`src/rtl/vred_seq_ctrl.sv`:
```
// Sequencer for the vector reduction sum/min/max block: folds source beats into a
// lane-wise accumulator, folds it horizontally to one element, returns the scalar.
module vred_seq_ctrl #(
    parameter int DATA_WIDTH  = 64,
    parameter int OPSEL_WIDTH = 9,
    parameter int SEW_WIDTH   = 2,
    parameter int MAX_BEATS   = 16,
    parameter int CNT_W       = 5
) (
    input  logic                    clk,
    input  logic                    rst,
    input  logic                    in_valid,
    output logic                    in_ready,
    input  logic [DATA_WIDTH-1:0]   in_data,
    input  logic                    in_last,
    input  logic [SEW_WIDTH-1:0]    sew,
    input  logic [OPSEL_WIDTH-1:0]  opSel,
    output logic                    red_en,
    output logic [SEW_WIDTH-1:0]    red_sew,
    output logic [OPSEL_WIDTH-1:0]  red_opSel,
    output logic [2*DATA_WIDTH-1:0] red_vec0,
    input  logic [DATA_WIDTH-1:0]   red_result,
    output logic                    res_valid,
    input  logic                    res_ready,
    output logic [DATA_WIDTH-1:0]   res_data,
    output logic                    res_err,
    output logic                    busy
);

    typedef enum logic [2:0] {
        S_IDLE,
        S_ACC_WAIT,
        S_ACC_ISSUE,
        S_FOLD_ISSUE,
        S_FOLD_WAIT,
        S_DONE
    } state_t;

    state_t                 state;
    logic [DATA_WIDTH-1:0]  acc;
    logic [CNT_W-1:0]       cnt;
    logic [SEW_WIDTH-1:0]   fidx;
    logic [SEW_WIDTH-1:0]   sew_q;
    logic [OPSEL_WIDTH-1:0] opsel_q;
    logic                   last_q;
    logic                   err_q;

    logic                   accept;
    logic [SEW_WIDTH-1:0]   fold_cnt;
    int                     fold_shift;
    logic                   limit_hit;

    function automatic logic [DATA_WIDTH-1:0] sew_mask(input logic [SEW_WIDTH-1:0] s);
        int bits;
        bits = 8 << s;
        if (bits >= DATA_WIDTH) return '1;
        return {DATA_WIDTH{1'b1}} >> (DATA_WIDTH - bits);
    endfunction

    // Only IDLE and ACC_ISSUE ever raise in_ready, so this is the beat handshake.
    assign accept     = in_valid && in_ready;
    assign fold_cnt   = SEW_WIDTH'(3) - sew_q;
    assign fold_shift = (DATA_WIDTH / 2) >> fidx;
    assign limit_hit  = (cnt == CNT_W'(MAX_BEATS));
    assign busy       = (state != S_IDLE);

    always_comb begin
        // NOTE: every combinational output gets a default first so no path infers a latch.
        red_en    = 1'b0;
        red_sew   = '0;
        red_opSel = '0;
        red_vec0  = '0;
        case (state)
            S_IDLE: if (accept) begin
                red_sew   = sew;
                red_opSel = opSel;
                red_vec0  = {{DATA_WIDTH{1'b0}}, in_data};
            end
            S_ACC_ISSUE: if (accept) begin
                red_en    = 1'b1;
                red_sew   = sew_q;
                red_opSel = opsel_q;
                red_vec0  = {in_data, acc};
            end
            S_FOLD_ISSUE: begin
                red_en    = 1'b1;
                red_sew   = sew_q;
                red_opSel = opsel_q;
                red_vec0  = {acc >> fold_shift, acc};
            end
            default: ;
        endcase
    end

    // NOTE: all state and registered outputs use non-blocking assignments so every
    // branch reads the pre-edge values, regardless of statement order.
    always_ff @(posedge clk or negedge rst) begin
        if (!rst) begin
            state     <= S_IDLE;
            acc       <= '0;
            cnt       <= '0;
            fidx      <= '0;
            sew_q     <= '0;
            opsel_q   <= '0;
            last_q    <= 1'b0;
            err_q     <= 1'b0;
            in_ready  <= 1'b0;
            res_valid <= 1'b0;
            res_data  <= '0;
            res_err   <= 1'b0;
        end else begin
            case (state)
                S_IDLE: begin
                    if (accept) begin
                        sew_q    <= sew;
                        opsel_q  <= opSel;
                        cnt      <= CNT_W'(1);
                        last_q   <= in_last;
                        in_ready <= 1'b0;
                        state    <= S_ACC_WAIT;
                    end else begin
                        in_ready <= 1'b1;
                    end
                end
                S_ACC_ISSUE: begin
                    if (accept) begin
                        cnt      <= cnt + CNT_W'(1);
                        last_q   <= in_last;
                        in_ready <= 1'b0;
                        state    <= S_ACC_WAIT;
                    end
                end
                S_ACC_WAIT: begin
                    acc <= red_result;
                    if (last_q || limit_hit) begin
                        // A last beat landing exactly on the limit is a clean finish.
                        err_q <= !last_q;
                        fidx  <= '0;
                        if (fold_cnt == '0) begin
                            res_valid <= 1'b1;
                            res_data  <= red_result & sew_mask(sew_q);
                            res_err   <= !last_q;
                            state     <= S_DONE;
                        end else begin
                            state <= S_FOLD_ISSUE;
                        end
                    end else begin
                        in_ready <= 1'b1;
                        state    <= S_ACC_ISSUE;
                    end
                end
                S_FOLD_ISSUE: begin
                    state <= S_FOLD_WAIT;
                end
                S_FOLD_WAIT: begin
                    acc <= red_result;
                    if (fidx == fold_cnt - SEW_WIDTH'(1)) begin
                        res_valid <= 1'b1;
                        res_data  <= red_result & sew_mask(sew_q);
                        res_err   <= err_q;
                        state     <= S_DONE;
                    end else begin
                        fidx  <= fidx + SEW_WIDTH'(1);
                        state <= S_FOLD_ISSUE;
                    end
                end
                S_DONE: begin
                    if (res_ready) begin
                        res_valid <= 1'b0;
                        res_data  <= '0;
                        res_err   <= 1'b0;
                        err_q     <= 1'b0;
                        in_ready  <= 1'b1;
                        state     <= S_IDLE;
                    end
                end
                default: state <= S_IDLE;
            endcase
        end
    end

endmodule

```
`config.mk`:
```
export PLATFORM = sky130hd
export DESIGN_NAME = vred_seq_ctrl
export DESIGN_NICKNAME = d
export VERILOG_FILES = /design/src/rtl/vred_seq_ctrl.sv
export SDC_FILE = /design/constraint.sdc
export NUM_CORES = 1
export LEC_CHECK = 0
export ABC_CLOCK_PERIOD_IN_PS = 4300
export BUFFER_PORTS_ARGS = -buffer_cell sky130_fd_sc_hd__buf_2
export CORE_ASPECT_RATIO = 0.75
export CORE_MARGIN = 2
export CORE_UTILIZATION = 50
export CTS_BUF_LIST = sky130_fd_sc_hd__clkbuf_2 sky130_fd_sc_hd__clkbuf_4 sky130_fd_sc_hd__clkbuf_8
export CTS_CLUSTER_DIAMETER = 50
export CTS_CLUSTER_SIZE = 24
export DETAILED_ROUTE_END_ITERATION = 6
export GPL_TIMING_DRIVEN = 0
export PLACE_DENSITY = 0.8
export SYNTH_ARGS = -nofsm -noshare
export SYNTH_HDL_FRONTEND = slang
export SYNTH_SLANG_ARGS = --single-unit
```
`constraint.sdc`:
```
create_clock -name clk -period 4.3 [get_ports clk]
set_input_delay 0.215 -clock clk [delete_from_list [all_inputs] [get_ports clk]]
set_output_delay 0.215 -clock clk [all_outputs]
set_load 0.1 [all_outputs]
```
==> impl_results.md, run 1 <==
- Count of final hold-check violations: 0
- # IOs: 352
- Syn Inst Count: 840
- Critical Path AT: 3750 ps
- # Post-CTS Setup Buffers: 0
- Routed length per instance: 29.8 µm
- Via count of the first global-routing pass: 9,959
- Setup Skew: 17.7 ps
- Clk slew on worst S/H paths: 100 ps
- Aggregate global-route resource usage: 44.6%
- Slew margin rel.: 7.76%
- Die width: 165 µm
- CTS Sinks: 154
- Share of layout cells above drive strength 1: 42.9%
- Synthesized cell area: 9730 µm²
- Final Setup Violations: 0
- Class of the worst hold path: in2reg
- Worst-Skew Late Latency: 490 ps
- Most frequent cells in the layout: buf_2 (386), a22o_1 (154), dfrtp_1 (154), mux2i_1 (100), mux2_2 (79)
- Synth top area share: 39.6%
- Setup crit end kind: primary output
- TritonCTS clock tree: yes
- Outcome: finished clean
- Flops & latches, synth: 154
- First-pass GRT wire length: 66,000 µm
- Vias: 10,400
- # fillers: 1,517
- Commonest non-fill, non-tap cell in the layout: buf_2
- Type of origin of the critical path: flop
- RSZ-0062 raised after global routing: no
- Top_reg_cell synth: dfrtp_1
- Residual DRC count: 0
- Req. time, crit path: 4090 ps
- Synthesis-to-layout area growth: 34.4%
- Grt total ovfl: 0
- Max Freq: 0.252 GHz
- Part of the Yosys area used for sequential elements: 39.6%
- Largest net degree at the start of global routing: 85
- Largest area contributor in the netlist: dfrtp_1
- Mapped Nets: 995
- Initial antenna violation count: 1
- Setup CP Type: reg2out
- Total wire length: 46,300 µm
- Clock buffer depth: 2
- Worst slew pin tran: 1380 ps
- Antenna Cells: 0
- I/O Buffers: 351
- Die Y: 125 µm
- Min cycle time layout: 3960 ps
- # nets final: 1,443
- Final Cycle Share: 92.2%
- DR iter-0 viols: 1,341
- ANT nets after route: 0
- Rows: 44
- CTS buffer count: 17
- Cell variety after synth: 55
- CP Max Fanout: 10
- Avg Inst Size Synth: 11.6 µm²
- Drt first pass iters: 7
- Asr flop ratio synth: 100%
- Via density per instance: 6.72
- Initial Utilization: 50.7%
- Routability Congestion: 1.02
- Post-CTS sizing: 0
- Count of flip-flops with a built-in enable after synthesis: 0
- Max cap viols: 0
- CTS root buffer: clkbuf_8
- Largest cells by area after synthesis: dfrtp_1 (40%), a22o_1 (14%), mux2i_1 (10%)
- Slew Viols, Final: 0
- FF-to-FF setup slack: 1330 ps
- Yosys synthesis warning count: 0
- DIE AREA: 20,600 µm²
- HPWL after DPL: 34,300 µm
- Core area: 19,200 µm²
- Setup TNS Final: 0 ps
- CTS H-tree depth: 4
critical path, stage by stage (launching register included):
cell      delay (ps)
dfrtp_1          490
ha_1             270
buf_2            180
buf_4            210
buf_2            240
o21ai_0          820
mux2i_1          240
o221ai_1         300
buf_2            480
state kept, by name, indices dropped and copies added, names as in the netlist:
signal,count
acc,64
cnt,5
err_q,1
fidx,2
in_ready,1
last_q,1
opsel_q,9
res_data,64
res_err,1
res_valid,1
sew_q,2
state,3
layer usage:
metal	global-route usage, %	up-vias	share of wire, %
met5	0	-	0
met4	17.3	0	4.1
met3	13.3	139	13
met2	65.8	887	44
met1	61.7	5220	39
li1	-	4196	-
what timing repair did:
item | 4_1_cts | 5_1_grt
hold endpoints to repair | 184 | 0
hold buffers | 77 | 0
endpoints found under the setup margin | 0 | 0
cells in the mapped netlist (13+ instances only):
master	n
mux4_2	31
mux2i_1	100
dfrtp_1	154
mux2_2	79
nand2_1	43
a22oi_1	17
buf_2	36
a21oi_1	13
clkbuf_1	21
nor2_1	13
o21ai_0	48
a22o_1	154
final timing paths:
path                       startpoint           end  cells past startpoint
max                           fidx[0]  red_vec0[71]                      8
min                         res_ready      state[2]                      3
max reg2reg                  sew_q[1]   res_data[5]                      6
min reg2reg                 res_valid     res_valid                      1
max in group asynchronous         rst       acc[20]                      3
min in group asynchronous         rst       acc[62]                      2
final cells by class:
class,count,area (µm²),share of cell area [%]
Multi-Input combinational cell,594,5400,41.3
Sequential cell,154,3850,29.5
Timing Repair Buffer,429,2560,19.6
Buffer,80,437,3.34
Tap cell,253,317,2.42
Clock buffer,19,262,2.00
Clock inverter,12,210,1.61
Inverter,12,45.0,0.344
cells by family (layout without fill, tap and decap cells):
kind of cell | Yosys count | after routing | synth area share [%]
compound gates | 273 | 273 | 22.0
xor+xnor | 2 | 2 | 0.334
fa+ha+maj | 11 | 11 | 1.41
buf+inv | 92 | 552 | 4.95
flops | 154 | 154 | 39.6
mux | 210 | 210 | 26.6
simple gates | 98 | 98 | 5.10
metrics by stage:
| stage | instances | hold WS, ps | utilization (%) | area, µm² | worst slack (ps) |
|---|---|---|---|---|---|
| 2_1_floorplan | 840 | -80.6 | - | 9730 | 277 |
| 3_3_place_gp | 1444 | 440 | 61.4 | 11800 | 781 |
| 3_5_place_dp | 1445 | 261 | 61.6 | 11800 | 1040 |
| 4_1_cts | 1553 | 61.6 | 68.1 | 13100 | 490 |
| 5_1_grt | 1553 | 83.8 | 68.1 | 13100 | 296 |
| 6_report | 1553 | 68.6 | 68.1 | 13100 | 337 |
Power of run 1 is left out: the tool's default activity adds up to more than one toggle a clock period on the data nets, which glitch-free logic cannot reach.
==> run 2: changes to the inputs <==
--- a/config.mk
+++ b/config.mk
@@ -16,6 +16,7 @@
 export DETAILED_ROUTE_END_ITERATION = 6
 export GPL_TIMING_DRIVEN = 0
 export PLACE_DENSITY = 0.8
+export REMOVE_ABC_BUFFERS = 1
 export SYNTH_ARGS = -nofsm -noshare
 export SYNTH_HDL_FRONTEND = slang
 export SYNTH_SLANG_ARGS = --single-unit
==> impl_results.md, run 2 (synthesized netlist as in run 1, its figures left out) <==
- Rows: 44 (unchanged)
- Req. time, crit path: 4090 ps (about the same)
- Class of the worst hold path: in2reg
- Worst r2r path cells: 6 (unchanged)
- Outcome: complete, but fails checks
- Slew margin rel.: 10.6% (+2.9 points)
- ANT nets after route: 0 (unchanged)
- Min cycle time layout: 4100 ps (+134 ps)
- Max cap viols: 0 (unchanged)
- Fin worst setup slack: 203 ps (-134 ps)
- Setup Skew: 23.2 ps (+5.54 ps)
- Residual DRC count: 1 (+1)
- Die Y: 125 µm (unchanged)
- Initial antenna violation count: 0 (-1)
- WHS Path Cells: 2 (-1)
- Setup CP Type: reg2out
- DIE AREA: 20,600 µm² (unchanged)
- Most frequent cells in the layout: buf_2 (350), a22o_1 (154), dfrtp_1 (154), mux2i_1 (100), mux2_2 (79)
- CTS Sinks: 154 (unchanged)
- Worst-Skew Late Latency: 470 ps (-20 ps)
- Via count of the first global-routing pass: 9,187 (-7.8%)
- Worst-path cell chain: inv_1, nor3_2, buf_6, buf_4, buf_6, a22o_1, buf_2
- CTS buffer count: 17 (unchanged)
- Place WS: 58.1 ps (-984 ps)
- Critical Path AT: 3880 ps (+130 ps)
- Routed length per instance: 23.5 µm (-21%)
- # fillers: 1,392 (-8.2%)
- Synthesis-to-layout area growth: 32.7%
- Dpl cells: 1,382 (-4.4%)
- # IOs: 352 (unchanged)
- Core area: 19,200 µm² (unchanged)
- Via density per instance: 6.38 (-5.1%)
- Largest net degree at the start of global routing: 89 (+4.7%)
- Routability Congestion: 0.883 (-14%)
- Grt total ovfl: 0 (unchanged)
- HPWL after DPL: 24,300 µm (-29%)
- Violated checks: DRC
- Initial Utilization: 50.7% (unchanged)
- Non-filler cells, final: 1,491 (-4.0%)
- Worst hold margin: 24.6 ps (-44.0 ps)
- Most numerous cell on the critical path: buf_6
- Final Setup Violations: 0 (unchanged)
- Clk slew on worst S/H paths: 110 ps (about the same)
- Aggregate global-route resource usage: 33.6% (-11 points)
- Worst slew pin tran: 1340 ps (-43.0 ps)
- CTS root buffer: clkbuf_8
- RSZ-0062 raised after global routing: no
- Setup crit end kind: primary output
- Die width: 165 µm (unchanged)
- Drt first pass iters: 7 (unchanged)
- TritonCTS clock tree: yes
- Largest regs: acc x64, res_data x64, opsel_q x9
- Max stage delay on crit path: 900 ps (+80 ps)
- Count of final hold-check violations: 0 (unchanged)
- Vias: 9,515 (-8.9%)
- CP Max Fanout: 17 (+7)
- Slew Viols, Final: 0 (unchanged)
- Max Freq: 0.244 GHz (-3.3%)
- Commonest non-fill, non-tap cell in the layout: buf_2
- Final Cycle Share: 95.3% (+3.1 points)
- CTS H-tree depth: 4 (unchanged)
- Share of layout cells above drive strength 1: 43.5% (+0.57 points)
- First-pass GRT wire length: 52,600 µm (-20%)
- Clock buffer depth: 2 (unchanged)
- CP max stage cell: nor3_2
- Type of origin of the critical path: flop
- Total wire length: 35,100 µm (-24%)
- # nets final: 1,379 (-4.4%)
- I/O Buffers: 351 (unchanged)
- DR iter-0 viols: 958 (-29%)
-- run 2: cell count changes in the layout (fill, tap and decap cells not counted), moves of 5 or more --
| cell | before | now |
|---|---|---|
| dlygate4sd3_1 | 77 | 72 |
| buf_4 | 12 | 6 |
| buf_12 | 0 | 8 |
| buf_2 | 386 | 350 |
| clkbuf_1 | 21 | 0 |
-- run 2: worst max-delay path, delay by kind of cell, from the launching register on --
family,cells,cell delay (ps)
buf+inv,5,1480
flops,1,870
compound gates,1,140
simple gates,1,900
-- run 2: path summary, 6_finish.rpt --
check | to | start | slack (ps)
max reg2reg | res_data[4] | sew_q[0] | 1470
max in group asynchronous | acc[59] | rst | 3110
min reg2reg | res_data[59] | res_data[59] | 510
min in group asynchronous | err_q | rst | 310
min | res_data[50] | red_result[50] | 20
max | red_vec0[35] | state[1] | 200
-- run 2: layout make-up --
class | instances | area (µm²) | share of cell area, %
Sequential cell | 154 | 3850 | 29.8
Clock inverter | 15 | 153 | 1.18
Inverter | 12 | 47.5 | 0.368
Clock buffer | 17 | 234 | 1.81
Multi-Input combinational cell | 594 | 5490 | 42.5
Timing Repair Buffer | 445 | 2820 | 21.8
Antenna cell | 1 | 2.50 | 0.0194
Tap cell | 253 | 317 | 2.45
-- run 2: per-stage QoR --
| step | setup TNS, ps | utilization, % | area [µm²] |
|---|---|---|---|
| CTS | 0 | 67.1 | 12900 |
| global route | 0 | 67.2 | 12900 |
| detailed placement | 0 | 61.2 | 11800 |
| finish | 0 | 67.2 | 12900 |
| floorplan | -369670 | - | 9300 |
| global placement | -416690 | 59.2 | 11400 |
-- run 2: per-layer routing --
metal | global-route usage [%] | part of all wire, % | up-vias
li1 | - | - | 4070
met1 | 45.9 | 41 | 4778
met5 | 0 | 0 | -
met4 | 10.0 | 2.5 | 0
met3 | 7.16 | 9.3 | 83
met2 | 53.9 | 47 | 584
-- run 2: what timing repair did --
action	4_1_cts	5_1_grt
pin swaps	1	0
resized for setup	3	1
endpoints found under the hold margin	178	4
endpoints found under the setup margin	24	1
gates cloned	0	0
buffers inserted	4	0
hold buffers	69	3
Power of run 2 is left out for the same reason.
==> run 3: changes to the inputs <==
--- a/config.mk
+++ b/config.mk
@@ -15,6 +15,7 @@
 export CTS_CLUSTER_SIZE = 24
 export DETAILED_ROUTE_END_ITERATION = 6
 export GPL_TIMING_DRIVEN = 0
+export HOLD_SLACK_MARGIN = 0.05
 export PLACE_DENSITY = 0.8
 export REMOVE_ABC_BUFFERS = 1
 export SYNTH_ARGS = -nofsm -noshare
==> impl_results.md, run 3 (synthesized netlist as in run 1, its figures left out) <==
- CP max stage cell: nand4bb_4
- Worst-Skew Late Latency: 470 ps (about the same)
- CTS buffer count: 17 (unchanged)
- # nets final: 1,384 (+0.36%)
- Antenna Cells: 0 (-1)
- ANT nets after route: 0 (unchanged)
- Wl on met1: 14,200 µm (-0.26%)
- CTS root buffer: clkbuf_8
- I/O Buffers: 351 (unchanged)
- Max cap viols: 0 (unchanged)
- First-pass GRT wire length: 53,000 µm (+0.75%)
- Largest regs: acc x64, res_data x64, opsel_q x9
- # IOs: 352 (unchanged)
- Grt total ovfl: 0 (unchanged)
- Residual DRC count: 3 (+2)
- RSZ-0062 raised after global routing: no
- Violated checks: DRC
- Vias: 9,628 (+1.2%)
- Req. time, crit path: 4090 ps (about the same)
- Outcome: complete, but fails checks
- Final Instance Area: 13,000 µm² (+0.42%)
- Clock buffer depth: 2 (unchanged)
- Setup crit end kind: primary output
- Worst-path cell chain: inv_1, ha_1, nand4bb_4, nor2_2, buf_8, a22oi_1, o211ai_1, buf_2
- CP Max Fanout: 51 (+34)
- DR iter-0 viols: 897 (-6.4%)
- Setup TNS Final: 0 ps (unchanged)
- Drt first pass iters: 7 (unchanged)
- Critical Path AT: 3860 ps (-20 ps)
- Via count of the first global-routing pass: 9,313 (+1.4%)
- Slew Viols, Final: 0 (unchanged)
- Rows: 44 (unchanged)
- DIE AREA: 20,600 µm² (unchanged)
- Slew margin rel.: 13.5% (+2.8 points)
- Aggregate global-route resource usage: 33.9% (+0.24 points)
- Commonest non-fill, non-tap cell in the layout: buf_2
- Class of the worst hold path: in2reg
- Min cycle time layout: 4080 ps (-19.3 ps)
- Final Cycle Share: 94.8% (-0.45 points)
- Worst slew pin tran: 1300 ps (-42.6 ps)
- Via density per instance: 6.44 (+0.92%)
- Setup Skew: 22.9 ps (-0.371 ps)
- Most frequent cells in the layout: buf_2 (350), a22o_1 (154), dfrtp_1 (154), mux2i_1 (100), mux2_2 (79)
- Setup CP Type: reg2out
- Buf+Inv Stages, Crit Path: 3 (-2)
- Max Freq: 0.245 GHz (+0.47%)
- Share of layout cells above drive strength 1: 43.3% (-0.18 points)
- Routed length per instance: 23.7 µm (+0.61%)
- HPWL after DPL: 24,300 µm (unchanged)
- Core area: 19,200 µm² (unchanged)
- CP top delay family: simple AND/OR/NAND/NOR gates
- CTS H-tree depth: 4 (unchanged)
- Placed Area: 11,800 µm² (unchanged)
- Routed met3 length: 3420 µm (+4.5%)
- Initial antenna violation count: 0 (unchanged)
- Count of final hold-check violations: 0 (unchanged)
- Initial Utilization: 50.7% (unchanged)
- Met2 wire length: 16,700 µm (+0.22%)
- TritonCTS clock tree: yes
- Top routing layer in use: met4
- Die width: 165 µm (unchanged)
- Max stage delay on crit path: 820 ps (-80 ps)
- Die Y: 125 µm (unchanged)
- Final Setup Violations: 0 (unchanged)
- Routability Congestion: 0.883 (unchanged)
- Total wire length: 35,400 µm (+0.88%)
- Synthesis-to-layout area growth: 33.3%
- Type of origin of the critical path: flop
- Largest net degree at the start of global routing: 89 (unchanged)
- CTS Sinks: 154 (unchanged)
- Clk slew on worst S/H paths: 110 ps (about the same)
==> run 3: path summary, 6_finish.rpt <==
check                        startpoint           end  slack, ps  cells past startpoint
min in group asynchronous           rst        cnt[3]        310                      2
hold reg to reg            res_data[59]  res_data[59]        510                      1
setup reg to reg               sew_q[0]   res_data[4]       1480                      6
hold / removal                res_ready      state[0]        100                      3
setup / recovery                fidx[0]  red_vec0[65]        220                      8
max in group asynchronous           rst       acc[59]       3100                      3
==> run 3: cell type report <==
class / count / area (µm²)
clock inverter: 15 / 153
fill: 1389 / 6240
timing repair buffer: 450 / 2870
clock buffer: 17 / 234
multi-input combinational: 594 / 5500
tap: 253 / 317
inverter: 12 / 47.5
sequential: 154 / 3850
==> run 3: worst register-to-register path, stage by stage, from the launching register on <==
cell and delay [ps]:
dfrtp_1 470, inv_1 90, ha_1 360, xor2_2 270
nand3_2 240, a21oi_1 1080, a22o_1 260
==> run 3: per-layer routing <==
layer  GRT usage, %  vias to the layer above
met5              0                        -
met4           10.9                        0
met3           7.46                       87
met1           45.7                     4838
met2           54.2                      622
li1               -                     4081
==> run 3: repair_timing <==
| action | 4_1_cts | 5_1_grt |
|---|---|---|
| gates resized for setup | 3 | 2 |
| pin swaps | 1 | 0 |
| hold buffers | 77 | 0 |
| endpoints found under the setup margin | 24 | 2 |
| gates cloned | 0 | 0 |
| buffers inserted | 4 | 0 |
| hold endpoints to repair | 205 | 0 |
==> run 3: metrics by stage <==
| stage | hold WS [ps] | util [%] | setup WS, ps | std cells |
|---|---|---|---|---|
| after floorplan | -80.6 | - | -4190 | 760 |
| after global placement | 441 | 59.2 | -4600 | 1364 |
| after detailed placement | 250 | 61.2 | 58.1 | 1382 |
| after CTS | 68.7 | 67.5 | 118 | 1495 |
| after global routing | 69.2 | 67.5 | 63.1 | 1495 |
| final | 99.5 | 67.5 | 222 | 1495 |
Power of run 3 is left out for the same reason.
